$ cat src/rtl/day9_coord_parser_if.sv
// Byte-stream input and parsed-coordinate output bundle of the day-9 coordinate parser.
// The byte producer uses the master side; the parser uses the slave side.
interface day9_coord_parser_if #(
  parameter int W     = 17,
  parameter int CNT_W = 16,
  parameter int ERR_W = 8
);
  logic             in_valid;
  logic [7:0]       in_data;
  logic             in_last;
  logic             in_ready;
  logic [W-1:0]     x_coord;
  logic [W-1:0]     y_coord;
  logic             coord_valid;
  logic             done;
  logic [CNT_W-1:0] coord_count;
  logic [ERR_W-1:0] err_count;

  modport master (
    output in_valid, in_data, in_last,
    input  in_ready, x_coord, y_coord, coord_valid, done, coord_count, err_count
  );

  modport slave (
    input  in_valid, in_data, in_last,
    output in_ready, x_coord, y_coord, coord_valid, done, coord_count, err_count
  );
endinterface

$ cat src/rtl/day9_coord_parser.sv
// Parses an ASCII "x,y\n" stream into W-bit coordinate pairs, one pulse per line,
// counting malformed lines and flagging end of input.
module day9_coord_parser #(
  parameter int W     = 17,
  parameter int CNT_W = 16,
  parameter int ERR_W = 8
) (
  input logic               clock,
  input logic               reset,
  day9_coord_parser_if.slave bus
);
  localparam int AW = W + 4;
  localparam logic [AW-1:0] MAXV = {4'b0000, {W{1'b1}}};

  typedef enum logic [1:0] {S_X, S_Y, S_SKIP, S_DONE} state_t;

  state_t           state_q, state_d;
  logic [W-1:0]     x_acc_q, x_acc_d, y_acc_q, y_acc_d;
  logic             seen_x_q, seen_x_d, seen_y_q, seen_y_d;
  logic [W-1:0]     x_coord_q, y_coord_q, emit_x, emit_y;
  logic             coord_valid_q, done_q, ready_q;
  logic [CNT_W-1:0] coord_cnt_q;
  logic [ERR_W-1:0] err_cnt_q;
  logic             accept, emit, err, clr;
  logic             is_digit, is_comma, is_nl, is_ign;
  logic [AW-1:0]    dig, x_ext, y_ext, x_mul, y_mul;
  logic             x_ovf, y_ovf;

  function automatic logic [CNT_W-1:0] sat_cnt(input logic [CNT_W-1:0] v);
    return (&v) ? v : v + CNT_W'(1);
  endfunction

  function automatic logic [ERR_W-1:0] sat_err(input logic [ERR_W-1:0] v);
    return (&v) ? v : v + ERR_W'(1);
  endfunction

  assign accept   = bus.in_valid & ready_q;
  assign is_digit = (bus.in_data >= 8'h30) && (bus.in_data <= 8'h39);
  assign is_comma = (bus.in_data == 8'h2C);
  assign is_nl    = (bus.in_data == 8'h0A);
  assign is_ign   = (bus.in_data == 8'h0D) || (bus.in_data == 8'h20);

  // acc*10 + digit as shift-add, wide enough that the overflow test is exact
  assign dig   = AW'(bus.in_data[3:0]);
  assign x_ext = AW'(x_acc_q);
  assign y_ext = AW'(y_acc_q);
  assign x_mul = (x_ext << 3) + (x_ext << 1) + dig;
  assign y_mul = (y_ext << 3) + (y_ext << 1) + dig;
  assign x_ovf = (x_mul > MAXV);
  assign y_ovf = (y_mul > MAXV);

  always_comb begin
    state_d  = state_q;
    x_acc_d  = x_acc_q;
    y_acc_d  = y_acc_q;
    seen_x_d = seen_x_q;
    seen_y_d = seen_y_q;
    emit     = 1'b0;
    err      = 1'b0;
    clr      = 1'b0;
    emit_x   = x_acc_q;
    emit_y   = y_acc_q;
    if (accept) begin
      case (state_q)
        S_X: begin
          if (is_digit) begin
            if (x_ovf) err = 1'b1;
            else begin
              x_acc_d  = x_mul[W-1:0];
              seen_x_d = 1'b1;
            end
          end else if (is_comma) begin
            if (seen_x_q) state_d = S_Y;
            else          err = 1'b1;
          end else if (is_nl) begin
            if (seen_x_q) err = 1'b1;
          end else if (!is_ign) begin
            err = 1'b1;
          end
        end
        S_Y: begin
          if (is_digit) begin
            if (y_ovf) err = 1'b1;
            else begin
              y_acc_d  = y_mul[W-1:0];
              seen_y_d = 1'b1;
            end
          end else if (is_nl) begin
            if (seen_y_q) begin
              emit    = 1'b1;
              clr     = 1'b1;
              state_d = S_X;
            end else begin
              err = 1'b1;
            end
          end else if (!is_ign) begin
            err = 1'b1;
          end
        end
        S_SKIP: begin
          if (is_nl) begin
            state_d = S_X;
            clr     = 1'b1;
          end
        end
        default: ;
      endcase
      // A bad newline already ends the line, so there is nothing left to skip
      if (err) begin
        state_d = is_nl ? S_X : S_SKIP;
        clr     = 1'b1;
      end
      if (clr) begin
        x_acc_d  = '0;
        y_acc_d  = '0;
        seen_x_d = 1'b0;
        seen_y_d = 1'b0;
      end
      if (bus.in_last) begin
        if (state_d == S_Y && seen_y_d) begin
          emit   = 1'b1;
          emit_x = x_acc_d;
          emit_y = y_acc_d;
        end else if (!err && ((state_d == S_X && seen_x_d) || state_d == S_Y)) begin
          err = 1'b1;
        end
        state_d  = S_DONE;
        x_acc_d  = '0;
        y_acc_d  = '0;
        seen_x_d = 1'b0;
        seen_y_d = 1'b0;
      end
    end
  end

  always_ff @(posedge clock or negedge reset) begin
    if (!reset) begin
      state_q       <= S_X;
      x_acc_q       <= '0;
      y_acc_q       <= '0;
      seen_x_q      <= 1'b0;
      seen_y_q      <= 1'b0;
      x_coord_q     <= '0;
      y_coord_q     <= '0;
      coord_valid_q <= 1'b0;
      done_q        <= 1'b0;
      ready_q       <= 1'b0;
      coord_cnt_q   <= '0;
      err_cnt_q     <= '0;
    end else begin
      state_q       <= state_d;
      x_acc_q       <= x_acc_d;
      y_acc_q       <= y_acc_d;
      seen_x_q      <= seen_x_d;
      seen_y_q      <= seen_y_d;
      coord_valid_q <= emit;
      done_q        <= (state_d == S_DONE);
      ready_q       <= (state_d != S_DONE);
      if (emit) begin
        x_coord_q   <= emit_x;
        y_coord_q   <= emit_y;
        coord_cnt_q <= sat_cnt(coord_cnt_q);
      end
      if (err) err_cnt_q <= sat_err(err_cnt_q);
    end
  end

  assign bus.in_ready    = ready_q;
  assign bus.x_coord     = x_coord_q;
  assign bus.y_coord     = y_coord_q;
  assign bus.coord_valid = coord_valid_q;
  assign bus.done        = done_q;
  assign bus.coord_count = coord_cnt_q;
  assign bus.err_count   = err_cnt_q;
endmodule
$ cat src/flat_wrapper.sv
// flat-port wrapper written by rule: the top's interface ports become plain ports
module day9_coord_parser_flat 
#(
  parameter int W     = 17,
  parameter int CNT_W = 16,
  parameter int ERR_W = 8
)
  (clock, reset, bus_in_valid, bus_in_data, bus_in_last, bus_in_ready, bus_x_coord, bus_y_coord, bus_coord_valid, bus_done, bus_coord_count, bus_err_count);
  day9_coord_parser_if #(.W(W), .CNT_W(CNT_W), .ERR_W(ERR_W)) bus_i ();
  input logic clock;
  input logic reset;
  input wire logic [$bits(bus_i.in_valid)-1:0] bus_in_valid;
  input wire logic [$bits(bus_i.in_data)-1:0] bus_in_data;
  input wire logic [$bits(bus_i.in_last)-1:0] bus_in_last;
  output wire logic [$bits(bus_i.in_ready)-1:0] bus_in_ready;
  output wire logic [$bits(bus_i.x_coord)-1:0] bus_x_coord;
  output wire logic [$bits(bus_i.y_coord)-1:0] bus_y_coord;
  output wire logic [$bits(bus_i.coord_valid)-1:0] bus_coord_valid;
  output wire logic [$bits(bus_i.done)-1:0] bus_done;
  output wire logic [$bits(bus_i.coord_count)-1:0] bus_coord_count;
  output wire logic [$bits(bus_i.err_count)-1:0] bus_err_count;
  assign bus_i.in_valid = bus_in_valid;
  assign bus_i.in_data = bus_in_data;
  assign bus_i.in_last = bus_in_last;
  assign bus_in_ready = bus_i.in_ready;
  assign bus_x_coord = bus_i.x_coord;
  assign bus_y_coord = bus_i.y_coord;
  assign bus_coord_valid = bus_i.coord_valid;
  assign bus_done = bus_i.done;
  assign bus_coord_count = bus_i.coord_count;
  assign bus_err_count = bus_i.err_count;
  day9_coord_parser #(.W(W), .CNT_W(CNT_W), .ERR_W(ERR_W)) u_core (.clock(clock), .reset(reset), .bus(bus_i));
endmodule
$ cat config.mk
export PLATFORM = sky130hd
export DESIGN_NAME = day9_coord_parser_flat
export DESIGN_NICKNAME = d
export VERILOG_FILES = /design/src/rtl/day9_coord_parser_if.sv /design/src/rtl/day9_coord_parser.sv /design/src/flat_wrapper.sv
export SDC_FILE = /design/constraint.sdc
export NUM_CORES = 1
export LEC_CHECK = 0
export CORE_UTILIZATION = 30
export DETAILED_ROUTE_END_ITERATION = 10
export DONT_BUFFER_PORTS = 1
export REMOVE_ABC_BUFFERS = 1
export SLEW_MARGIN = 25
export SYNTH_ARGS = -nofsm -noshare
export SYNTH_HDL_FRONTEND = slang
export SYNTH_SLANG_ARGS = --single-unit
export TNS_END_PERCENT = 30
$ cat constraint.sdc
create_clock -name clock -period 4 [get_ports clock]
set_clock_uncertainty 0.2 [all_clocks]
set_input_delay 0.8 -clock clock [delete_from_list [all_inputs] [get_ports clock]]
set_output_delay 0.8 -clock clock [all_outputs]
set_load 0.01 [all_outputs]
# Word-level counts from Yosys, hierarchy flattened
# Cells that the tools add are included.
# word_totals
regBits	99
in_bits	12
out_inout_bits	61
word_cells	116
# classes
addsub	6
n_lt_le_gt_ge	4
n_eq_ne	9
n_mux	69
n_bitwise	3
n_reduce_logical	13
# ops
op	count
17-bit 2-to-1 mux	16
20-bit by 18-bit adder with 21-bit output	2
21-bit by 4-bit adder with 21-bit output	2
21-bit by 17-bit > comparator with 1-bit output (second input constant)	2
1-bit 2-to-1 mux	38
2-bit 2-to-1 mux	12
16-bit by 1-bit adder with 16-bit output (second input constant)	1
8-bit by 4-bit == test with 1-bit output (second input constant)	2
8-bit by 6-bit == test with 1-bit output (second input constant)	2
16-bit AND reduction	1
8-bit by 1-bit adder with 8-bit output (second input constant)	1
8-bit by 6-bit greater-or-equal comparator with 1-bit output (second input constant)	1
8-bit by 6-bit less-or-equal comparator with 1-bit output (second input constant)	1
8-bit AND reduction	1
2-bit case mux with 3 select lines	1
2-bit by 1-bit == test with 1-bit output (second input constant)	2
2-bit == test (second input constant)	2
1-bit logical AND	4
2-bit logical NOT	2
1-bit case mux with 2 select lines	2
2-bit AND reduction	2
1-bit logical OR	2
2-bit inequality test (second input constant)	1
1-bit inverter	2
other kinds (2)	2

# Longest topological paths before layout
# Gate-level depths: netlist of run 1.
# logic_depth
depth_word	20
ltp_mapped	16

# Worst setup path after synthesis of run 1
# Ideal clock, no wire load.
# synth_timing
kind	input-to-reg
start	input port bus_in_data[3]
end	register u_core.x_coord_q[10], in the netlist u_core.bus.x_coord[10]
setup_ns	0.125
arrival_time_ns	4.188
path_slack_ns	-0.513
cell_stages	15
n_path_buf	1
cell_sequence	inv_1 -> fa_1 -> inv_1 -> ha_1 -> a211oi_1 -> nor2_1 -> a31oi_1 -> nand2_1 -> o311ai_1 -> nand4_1 -> a21boi_2 -> a31oi_4 -> inv_2 -> buf_2 -> mux2_2
# synth_between
elab_chain_cells	16
elab_cells_between_ends	55
# synth_lines
element	line	source
from (decl)	flat_wrapper.sv:13	input wire logic [$bits(bus_i.in_data)-1:0] bus_in_data;
parallel branches: the longest is 14 deep, another holds 21-bit by 4-bit adder with 21-bit output	-	
1-bit 2-to-1 mux *	day9_coord_parser.sv:119	if (bus.in_last) begin
1-bit 2-to-1 mux *	day9_coord_parser.sv:63	if (accept) begin
net u_core.emit	day9_coord_parser.sv:24	logic accept, emit, err, clr;
to (signal assigned)	day9_coord_parser.sv:160	x_coord_q <= emit_x;
to (decl)	day9_coord_parser.sv:20	logic [W-1:0] x_coord_q, y_coord_q, emit_x, emit_y;
# Mark *: on every way through the listed nets, which the timed path passes. The select of a mux whose other input is x is not followed.
# A chain may end at the register's enable or synchronous reset.

# Worst setup path after layout of run 1
# layout_timing
start	input port bus_in_data[3]
end	register u_core.coord_cnt_q[14], in the netlist u_core.bus.coord_count[14]
# layout_between
elab_chain_cells	17
elab_cells_between_ends	49
# layout_lines
element	line	source
parallel branches: the longest is 14 deep, another holds 21-bit by 4-bit adder with 21-bit output	-	
1-bit 2-to-1 mux *	day9_coord_parser.sv:119	
1-bit 2-to-1 mux *	day9_coord_parser.sv:63	
2-bit AND reduction (no line) *	-	
to (signal assigned)	day9_coord_parser.sv:162	coord_cnt_q <= sat_cnt(coord_cnt_q);
to (decl)	day9_coord_parser.sv:22	logic [CNT_W-1:0] coord_cnt_q;
# Every way passes the cells marked *. The select of a mux whose other input is x is not followed.

==> metrics, run 1 <==
post-route insts no fill=1207; failing checks=negative setup slack; Tot Pwr=0.002509 W; startpoint types=input pin; Netlist cell types=67; CP Class=input pin to register; largest net degree at the start of global routing=100; headroom to the max-slew limit=41.79%; Clock Power Share=39.1%; Yosys reg bits=99; clk buf depth=2; Final min period=roughly 4.2 ns; EDFF count, synth=0; site row count=56; max-slew violations=0; Hold Slack=between 0.1 and 0.15 ns; io pins=between 70 and 80; worst path required time=approximately 4 ns; slowest cell on the critical path=fa_2; Clock Pin Slew Worst Setup and Hold Paths=0.07 ns; Top FF cell, synth=dfrtp_1; Worst Setup SP=bus_in_data[3]; RSZ-0062 raised after global routing=yes; Port Buf Inserts=0; Seq pwr share=a little under half; worst skew pair latency=around 0.36 ns; R2R setup slack=-0.10 ns; root buffer selected by CTS=clkbuf_16; Total Routing Usage GR=~18%; Final Cycle Share=104.0%; Worst R2R End=u_core.bus.coord_count[14]; CTS Sinks=99; top cells by count, synth=99 x dfrtp_1, 93 x nand2_1, 72 x ha_1; largest area contributor in the netlist=dfrtp_1; post-synth top area share=roughly 34%; Synth warnings=0; layout cells sized above 1=between 20% and 30%; Reg2Reg Depth=15; DRC Markers=0; CORE AREA=23470 um2; Via density=between 5 and 6; placed insts=around 1200; initial DRC count=280; TritonCTS buffer count=9; Worst IR Drop VDD=around 0.22 mV; met3 Use GR=4.154%; layer with the highest usage=met2; crit path max fanout=6; Final WS setup=-0.1588 ns; Critical Path AT=4.20 ns; die area=24570 um2; Sw Share=around 29%; post-DR wirelength/cell=around 18 um; grt total ovfl=0; Comb pwr share=between 10 and 15%; H-tree depth=3; routed wire length=approximately 21000 um; HPWL Detailed=~16000 um; measured slew at the worst slew-check pin=0.8711 ns; fillers=2336; final setup vio count=34; Post-Syn Area per Cell=around 9 um2; met1 Use GR=a little over a fifth; drt pass-1 iters=5; cell chain of the critical path=clkinvlp_4, fa_2, fa_2, nor2b_4, o2111ai_2, a21oi_2, buf_6, mux2i_2, o311a_4, nand4_1, a21boi_4, a31oi_4, buf_12, nand4b_1, mux2_4; synth top area cells=dfrtp_1 34%, ha_1 13%, nand2_1 4.9%; n_diodes=0; Setup TNS Final=-2.457 ns; overall die height=~160 um; Final Hold Violating Endpoints=0; GPL Wtd Cong=roughly 0.89; instance count of the mapped netlist=781; Leakage Power=4.279 nW; Hold Crit Class=input pin to async pin; pwr dens=roughly 270 nW/um2; asr flop ratio synth=100.0%; chip width=around 160 um; status=finished, violations left; Pint=0.001778 W; r2r startpoint=u_core.y_acc_q[2]; Max Cap Viol=0; first-pass GRT wire length=33500 um; post-route ant nets=0; most frequent cell after synthesis=dfrtp_1; final-stage net count=~1000; starting density of the core=slightly above 30%; initial antenna violation count=0; met2 usage=around 30%; Largest stage delay, worst path=between 0.5 and 0.6 ns; via count=between 6000 and 7000; CTS tree=yes; Synth Cell Area=a little over 7000 um2; Psw=~0.00073 W; fmax=approximately 240 MHz; Area Growth Syn to Fin=29.00%; Post-Place Worst Slack=-0.8602 ns; post-synthesis sequential area ratio=34.49%; vias in the first global route=6320; CP Capture Type=register; Most common cell on crit path=fa_2
-- final cells by class --
class,instances,area [um2],area share [%]
timing repair buffer,120,1031,11.13
sequential,99,2477,26.74
inverter,33,127.6,1.377
tap,319,399.1,4.307
clock buffer,11,242.7,2.619
clock inverter,5,82.58,0.8912
multi-input combinational,620,4906,52.94
-- power by group through the flow --
stage               Combinational [W]  Clock [W]  Sequential, W
global placement             0.000285          0        0.00119
detailed placement           0.000289          0        0.00119
finish                       0.000361   0.000980        0.00117
global route                 0.000400    0.00105        0.00118
CTS                          0.000335    0.00101        0.00117
floorplan                    0.000191          0        0.00116
-- worst max-delay path: cells and delay by family --
family | cells | cell delay, ns
AOI/OAI and AO/OA | 5 | 1.01
adders and majority gates | 2 | 0.95
buffers and inverters | 3 | 0.38
muxes | 2 | 0.54
and+or+nand+nor | 3 | 0.52
-- stage by stage --
| step | instance area, um2 | util [%] |
|---|---|---|
| final | 9266 | 39.48 |
| after CTS | 8949 | 38.12 |
| after floorplan | 7056 | - |
| after global routing | 9266 | 39.48 |
| after global placement | 8273 | 35.25 |
| after detailed placement | 8273 | 35.25 |
-- worst max path at each step --
| stage | slack (ns) | to |
|---|---|---|
| 3_3_place_gp | -0.85 | u_core.bus.y_coord[1] |
| 6_report | -0.16 | u_core.bus.coord_count[14] |
| 2_1_floorplan | -1.76 | u_core.bus.y_coord[1] |
| 3_5_place_dp | -0.86 | u_core.bus.y_coord[1] |
| 5_1_grt | -0.26 | u_core.bus.coord_count[14] |
| 4_1_cts | -0.06 | u_core.bus.coord_count[14] |
-- layout by cell type, fill, tap and decap left out, types with 17 or more instances in the layout --
cell	count
dfrtp_1	99
a21oi_1	46
mux2i_1	23
buf_4	100
nand4_1	20
nor2_1	43
nand3_1	17
o21ai_0	26
inv_1	29
ha_1	70
nand2_1	91
xnor2_1	31
-- timing repair --
item	CTS	global route
gates resized for setup	57	70
hold endpoints to repair	99	0
pin swaps	34	44
buffers inserted	9	10
hold buffers	1	0
endpoints found under the setup margin	96	78
-- logic make-up (layout without fill, tap and decap cells) --
group                      after synthesis  count (layout)  synth area share (%)
and+or+nand+nor                        241             241                 15.94
buffers and inverters                   62             169                 3.501
adders and majority gates               76              76                 13.66
DFF                                     99              99                 34.49
AOI/OAI and AO/OA                      219             219                 21.30
muxes                                   38              38                 5.504
xor gates and xnor gates                46              46                 5.609
-- state kept, by name (all words and copies together), names as in the netlist --
register / cells
u_core.state_q: 2
u_core.x_acc_q: 17
u_core.seen_y_q: 1
u_core.y_acc_q: 17
u_core.bus.x_coord: 17
u_core.bus.done: 1
u_core.bus.y_coord: 17
u_core.bus.coord_count: 16
u_core.bus.in_ready: 1
u_core.seen_x_q: 1
u_core.bus.coord_valid: 1
u_core.bus.err_count: 8
-- layer usage --
| metal | wire, um | vias to the layer above |
|---|---|---|
| met4 | 413 | 0 |
| met2 | 10190 | 113 |
| met5 | 0 | - |
| met1 | 9527 | 3089 |
| met3 | 1063 | 24 |
| li1 | - | 3066 |
Note: power is estimated with default switching activity, not from simulation.
==> run 2: changes to the inputs <==
--- a/config.mk
+++ b/config.mk
@@ -8,6 +8,7 @@
 export CORE_UTILIZATION = 30
 export DETAILED_ROUTE_END_ITERATION = 10
 export DONT_BUFFER_PORTS = 1
+export PLACE_DENSITY = 0.53
 export REMOVE_ABC_BUFFERS = 1
 export SLEW_MARGIN = 25
 export SYNTH_ARGS = -nofsm -noshare
==> run 2 against run 1 <==
Net effect:
- the flow still finishes with violations (negative setup slack)
- routed wire length up 2.5%
- non-clock buffer count up 3
- die area is the same
==> metrics, run 2 (synthesized netlist as in run 1, its figures left out) <==
DRC Markers=0 (unchanged); H-tree depth=3 (unchanged); Area Growth Syn to Fin=28.71% (was 29.00%); pwr dens=270.3 nW/um2 (was 270.7 nW/um2); final setup vio count=37 (was 34); post-route ant nets=0 (unchanged); GPL Wtd Cong=0.9080 (was 0.8896); io pins=73 (unchanged); Sw Share=31.45% (was 29.14%); TritonCTS buffer count=9 (unchanged); fin util=39.39% (was 39.48%); chip width=156.7 um (unchanged); Final min period=4.137 ns (was 4.159 ns); overall die height=156.7 um (unchanged); drt pass-1 iters=5 (unchanged); startpoint types=input pin (unchanged); Clock Power Share=38.8% (was 39.1%); worst path required time=4.06 ns (was 4.04 ns); failing checks=negative setup slack (unchanged); Final Cycle Share=103.4% (was 104.0%); status=finished, violations left (unchanged); Hold Crit Class=input pin to async pin (unchanged); post-DR wirelength/cell=17.95 um (was 17.56 um); largest net degree at the start of global routing=100 (unchanged); Setup TNS Final=-1.890 ns (was -2.457 ns); final-stage net count=974 (was 971); CTS Sinks=99 (unchanged); n_diodes=0 (unchanged); Pint=0.001713 W (was 0.001778 W); Max Cap Viol=0 (unchanged); site row count=56 (unchanged); met2 wire len=10310 um (was 10190 um); Worst Setup SP=bus_in_data[3] (unchanged); initial antenna violation count=0 (unchanged); Final Hold Violating Endpoints=0 (unchanged); headroom to the max-slew limit=51.65% (was 41.79%); Hold Slack=0.1507 ns (was 0.1389 ns); Port Buf Inserts=0 (unchanged); vias in the first global route=6344 (was 6320); Seq pwr share=46.8% (was 46.5%); max-slew violations=0 (unchanged); CTS tree=yes (unchanged); Leakage Power=4.294 nW (was 4.279 nW); root buffer selected by CTS=clkbuf_16 (unchanged); post-route insts no fill=1210 (was 1207); Critical Path AT=4.19 ns (was 4.20 ns); Via density=5.231 (was 5.213); fmax=241.7 MHz (was 240.5 MHz); Psw=0.0007859 W (was 0.0007310 W); CP Capture Type=register (unchanged); HPWL Detailed=15810 um (was 15770 um); CP Class=input pin to register (unchanged); Metal-1 WL=9803 um (was 9527 um); commonest non-fill, non-tap cells in the layout=99 x dfrtp_1, 97 x buf_4, 91 x nand2_1, 70 x ha_1, 48 x a21oi_1 (was 100 x buf_4, 99 x dfrtp_1, 91 x nand2_1, 70 x ha_1, 46 x a21oi_1); crit path max fanout=6 (unchanged); met3 routed WL=1155 um (was 1063 um); commonest non-fill, non-tap cell in the layout=dfrtp_1 (was buf_4); Highest Signal Layer=met4 (unchanged); r2r startpoint=u_core.x_acc_q[0] (was u_core.y_acc_q[2]); Final WS setup=-0.1371 ns (was -0.1588 ns); Comb pwr share=14.4% (about the same); routed wire length=21720 um (was 21200 um); initial DRC count=273 (was 280); Post-Place Worst Slack=-0.8236 ns (was -0.8602 ns); Worst IR Drop VDD=0.1948 mV (was 0.2160 mV); Total Routing Usage GR=18.17% (was 17.71%); via count=6329 (was 6292); R2R setup slack=-0.06 ns (was -0.10 ns); clk buf depth=2 (unchanged); CORE AREA=23470 um2 (unchanged); grt total ovfl=0 (unchanged); measured slew at the worst slew-check pin=0.7221 ns (was 0.8711 ns); RSZ-0062 raised after global routing=yes (unchanged); placed insts=1172 (was 1174); layout cells sized above 1=25.93% (was 27.36%); fillers=2314 (was 2336); die area=24570 um2 (unchanged); worst skew pair latency=0.36 ns (about the same); starting density of the core=30.60% (unchanged); first-pass GRT wire length=34380 um (was 33500 um); Clock Pin Slew Worst Setup and Hold Paths=0.08 ns (was 0.07 ns)
run 2: layer usage:
metal	track usage, %	vias up
met3	4.099	27
met5	0	-
li1	-	3085
met4	6.303	0
met1	23.35	3098
met2	29.78	119
run 2: worst paths after layout:
kind	cells past startpoint	to
setup / recovery	17	u_core.bus.coord_count[14]
hold / removal	1	u_core.bus.x_coord[12]
setup reg to reg	14	u_core.bus.coord_count[14]
hold reg to reg	1	u_core.bus.coord_count[8]
max in group asynchronous	1	u_core.y_acc_q[7]
min in group clock	1	u_core.x_acc_q[15]
run 2: power by group through the flow:
stage	Sequential, W	Combinational (W)	Clock, W
floorplan	0.00116	0.000191	0
global route	0.00118	0.000400	0.00103
global placement	0.00119	0.000293	0
CTS	0.00117	0.000340	0.000993
finish	0.00117	0.000360	0.000970
detailed placement	0.00119	0.000294	0
run 2: layout make-up:
cell class / count / area [um2] / share of cell area (%)
clock buffers: 9 / 225.2 / 2.436
clock inverters: 7 / 93.84 / 1.015
multi-input cells: 620 / 4828 / 52.23
flip-flops and latches: 99 / 2477 / 26.80
repair buffers: 123 / 1094 / 11.83
inverters: 33 / 127.6 / 1.380
well taps: 319 / 399.1 / 4.317
run 2: critical path: stages:
cell and delay, ns:
clkinvlp_4 0.11, fa_2 0.58, inv_2 0.05, ha_4 0.25, a211oi_4 0.25, buf_4 0.16, nor3b_4 0.04, o22ai_2 0.18
o211ai_1 0.15, xnor2_2 0.19, buf_4 0.17, a31o_4 0.27, o21a_4 0.15, a31oi_4 0.25, buf_12 0.15, nand4b_1 0.13
mux2_4 0.31
run 2: timing repair:
| action | in CTS | in global routing |
|---|---|---|
| endpoints found under the setup margin | 99 | 90 |
| setup buffers | 12 | 8 |
| hold buffers | 1 | 0 |
| gates cloned | 1 | 1 |
| endpoints found under the hold margin | 99 | 0 |
| pin swaps | 34 | 22 |
| gates resized for setup | 43 | 73 |
run 2: through the flow:
| stage | instance area (um2) | total power [W] |
|---|---|---|
| 2_1_floorplan | 7056 | 0.001348 |
| 3_3_place_gp | 8270 | 0.001482 |
| 3_5_place_dp | 8270 | 0.001483 |
| 4_1_cts | 8891 | 0.002503 |
| 5_1_grt | 9245 | 0.002606 |
| 6_report | 9245 | 0.002499 |
==> run 3: changes to the inputs <==
--- a/config.mk
+++ b/config.mk
@@ -6,9 +6,9 @@
 export NUM_CORES = 1
 export LEC_CHECK = 0
 export CORE_UTILIZATION = 30
+export CTS_CLUSTER_SIZE = 12
 export DETAILED_ROUTE_END_ITERATION = 10
-export DONT_BUFFER_PORTS = 1
-export PLACE_DENSITY = 0.53
+export PLACE_DENSITY = 0.57
 export REMOVE_ABC_BUFFERS = 1
 export SLEW_MARGIN = 25
 export SYNTH_ARGS = -nofsm -noshare
==> run 3 against run 2 <==
Net effect:
- the flow still finishes with violations (negative setup slack)
- largest cell class unchanged
- critical path type unchanged
- routed wire length shrank 1.0%
- global-route usage grew 0.24 points
- critical path depth decreased by 1
- clock power is 4.6% lower
==> metrics, run 3 (synthesized netlist as in run 1, its figures left out) <==
fmax=244.0 MHz (was 241.7 MHz); n_diodes=0 (unchanged); layer with the highest usage=met2 (unchanged); Total Routing Usage GR=18.40% (was 18.17%); Final Hold Violating Endpoints=0 (unchanged); largest net degree at the start of global routing=61 (was 100); DRC Markers=0 (unchanged); met3 Use GR=2.742% (was 4.099%); max-slew violations=0 (unchanged); Area Growth Syn to Fin=40.04% (was 28.71%); crit path max fanout=4 (was 6); layout cells sized above 1=25.90% (was 25.93%); Max Cap Viol=0 (unchanged); die area=24570 um2 (unchanged); commonest non-fill, non-tap cells in the layout=118 x buf_4, 99 x dfrtp_1, 92 x nand2_1, 68 x clkdlybuf4s50_1, 64 x ha_1 (was 99 x dfrtp_1, 97 x buf_4, 91 x nand2_1, 70 x ha_1, 48 x a21oi_1); routed wire length=21500 um (was 21720 um); root buffer selected by CTS=clkbuf_16 (unchanged); Final Cycle Share=102.4% (was 103.4%); overall die height=156.7 um (unchanged); CP Capture Type=register (unchanged); fin util=42.86% (was 39.39%); CORE AREA=23470 um2 (unchanged); Hold Slack=0.2903 ns (was 0.1507 ns); vias in the first global route=6621 (was 6344); met1 Use GR=24.43% (was 23.35%); Leakage Power=4.542 nW (was 4.294 nW); Pint=0.001822 W (was 0.001713 W); site row count=56 (unchanged); failing checks=negative setup slack (unchanged); commonest non-fill, non-tap cell in the layout=buf_4 (was dfrtp_1); Psw=0.0007822 W (was 0.0007859 W); worst path required time=4.06 ns (about the same); Final WS setup=-0.09799 ns (was -0.1371 ns); startpoint types=input pin (unchanged); CTS Hold Bufs=0 (was 1); CP Class=input pin to register (unchanged); headroom to the max-slew limit=45.77% (was 51.65%); GPL Wtd Cong=0.9215 (was 0.9080); CTS Sinks=99 (unchanged); Clock Pin Slew Worst Setup and Hold Paths=0.08 ns (about the same); Final min period=4.098 ns (was 4.137 ns); RSZ-0062 raised after global routing=yes (unchanged); final-stage net count=1061 (was 974); post-route ant nets=0 (unchanged); CTS tree=yes (unchanged); Comb pwr share=20.9% (was 14.4%); pwr dens=258.9 nW/um2 (was 270.3 nW/um2); H-tree depth=3 (unchanged); Via density=5.055 (was 5.231); drt pass-1 iters=4 (was 5); clk buf depth=2 (unchanged); Critical Path AT=4.15 ns (was 4.19 ns); initial antenna violation count=0 (unchanged); Worst IR Drop VDD=0.2037 mV (was 0.1948 mV); Seq pwr share=43.6% (was 46.8%); grt total ovfl=0 (unchanged); initial DRC count=349 (was 273); Clock Power Share=35.5% (was 38.8%); io pins=73 (unchanged); Port Buf Inserts=72 (was 0); TritonCTS buffer count=9 (unchanged); measured slew at the worst slew-check pin=0.8134 ns (was 0.7221 ns); first-pass GRT wire length=35000 um (was 34380 um); Hold Crit Class=register to register (was input pin to async pin); post-DR wirelength/cell=16.59 um (was 17.95 um); HPWL Detailed=16110 um (was 15810 um); Sw Share=30.04% (was 31.45%); worst skew pair latency=0.36 ns (about the same); status=finished, violations left (unchanged); met2 usage=30.35% (was 29.78%); chip width=156.7 um (unchanged); via count=6551 (was 6329); starting density of the core=30.60% (unchanged); final setup vio count=15 (was 37)
==> run 3: cell types whose count changed in the layout (fill, tap and decap cells not counted), sizes merged <==
cell / previous run / this run
buf: 122 / 142
clkdlybuf4s50: 0 / 68
clkinvlp: 2 / 0
==> run 3: area by class of cell <==
| class | instances | area [um2] |
|---|---|---|
| fill | 2268 | 13410 |
| multi-input combinational | 620 | 4877 |
| sequential | 99 | 2477 |
| timing repair buffer | 210 | 1881 |
| tap | 319 | 399.1 |
| clock buffer | 10 | 229.0 |
| inverter | 33 | 128.9 |
| clock inverter | 5 | 67.56 |
==> run 3: worst paths after layout <==
kind	startpoint	endpoint	slack (ns)	cells past startpoint
min in group asynchronous	reset	u_core.bus.x_coord[10]	0.32	1
worst max-delay path	bus_in_data[3]	u_core.bus.coord_count[14]	-0.1	16
worst min register to register	u_core.bus.coord_count[10]	u_core.bus.coord_count[10]	0.29	1
max in group asynchronous	reset	u_core.y_acc_q[11]	2.57	2
worst min-delay path	u_core.bus.coord_count[10]	u_core.bus.coord_count[10]	0.29	1
worst max register to register	u_core.x_acc_q[6]	u_core.bus.coord_count[14]	0.01	14
==> run 3: stage by stage <==
stage / area [um2] / setup slack, ns / total power [W] / TNS, ns / cells
finish: 10060 / -0.09799 / 0.002604 / -0.6131 / 1296
global route: 10060 / -0.1986 / 0.002723 / -4.683 / 1296
CTS: 9737 / -0.09941 / 0.002591 / -0.7429 / 1288
detailed placement: 9149 / -1.319 / 0.001650 / -109.86 / 1262
global placement: 9149 / -1.290 / 0.001649 / -108.95 / 1262
floorplan: 7056 / -1.755 / 0.001348 / -76.39 / 752
==> run 3: routing by layer <==
| layer | share of wire, % | routed length (um) | up-vias |
|---|---|---|---|
| li1 | - | - | 3256 |
| met4 | 2.3 | 498 | 0 |
| met2 | 47 | 10150 | 124 |
| met1 | 46 | 9785 | 3143 |
| met3 | 4.9 | 1062 | 28 |
| met5 | 0 | 0 | - |
==> run 3: timing repair <==
item / in CTS / in global routing
gates cloned: 0 / 0
pin swaps: 31 / 43
endpoints found under the setup margin: 99 / 78
resized for setup: 63 / 60
setup buffers: 12 / 8
==> run 3: critical path: stages <==
cell	delay, ns
buf_8	0.10
inv_6	0.06
fa_1	0.45
fa_2	0.39
nor2b_4	0.16
o2111ai_4	0.16
a21oi_4	0.23
a21boi_2	0.09
o311a_1	0.34
buf_4	0.16
a31o_4	0.25
o21a_4	0.15
a31oi_4	0.24
buf_12	0.15
nand4b_1	0.12
mux2_4	0.31
==> run 3: power by group through the flow <==
stage	Combinational [W]	Sequential (W)	Clock, W
global placement	0.000493	0.00116	0
floorplan	0.000191	0.00116	0
finish	0.000545	0.00113	0.000925
detailed placement	0.000497	0.00115	0
CTS	0.000509	0.00113	0.000947
global route	0.000598	0.00114	0.000984
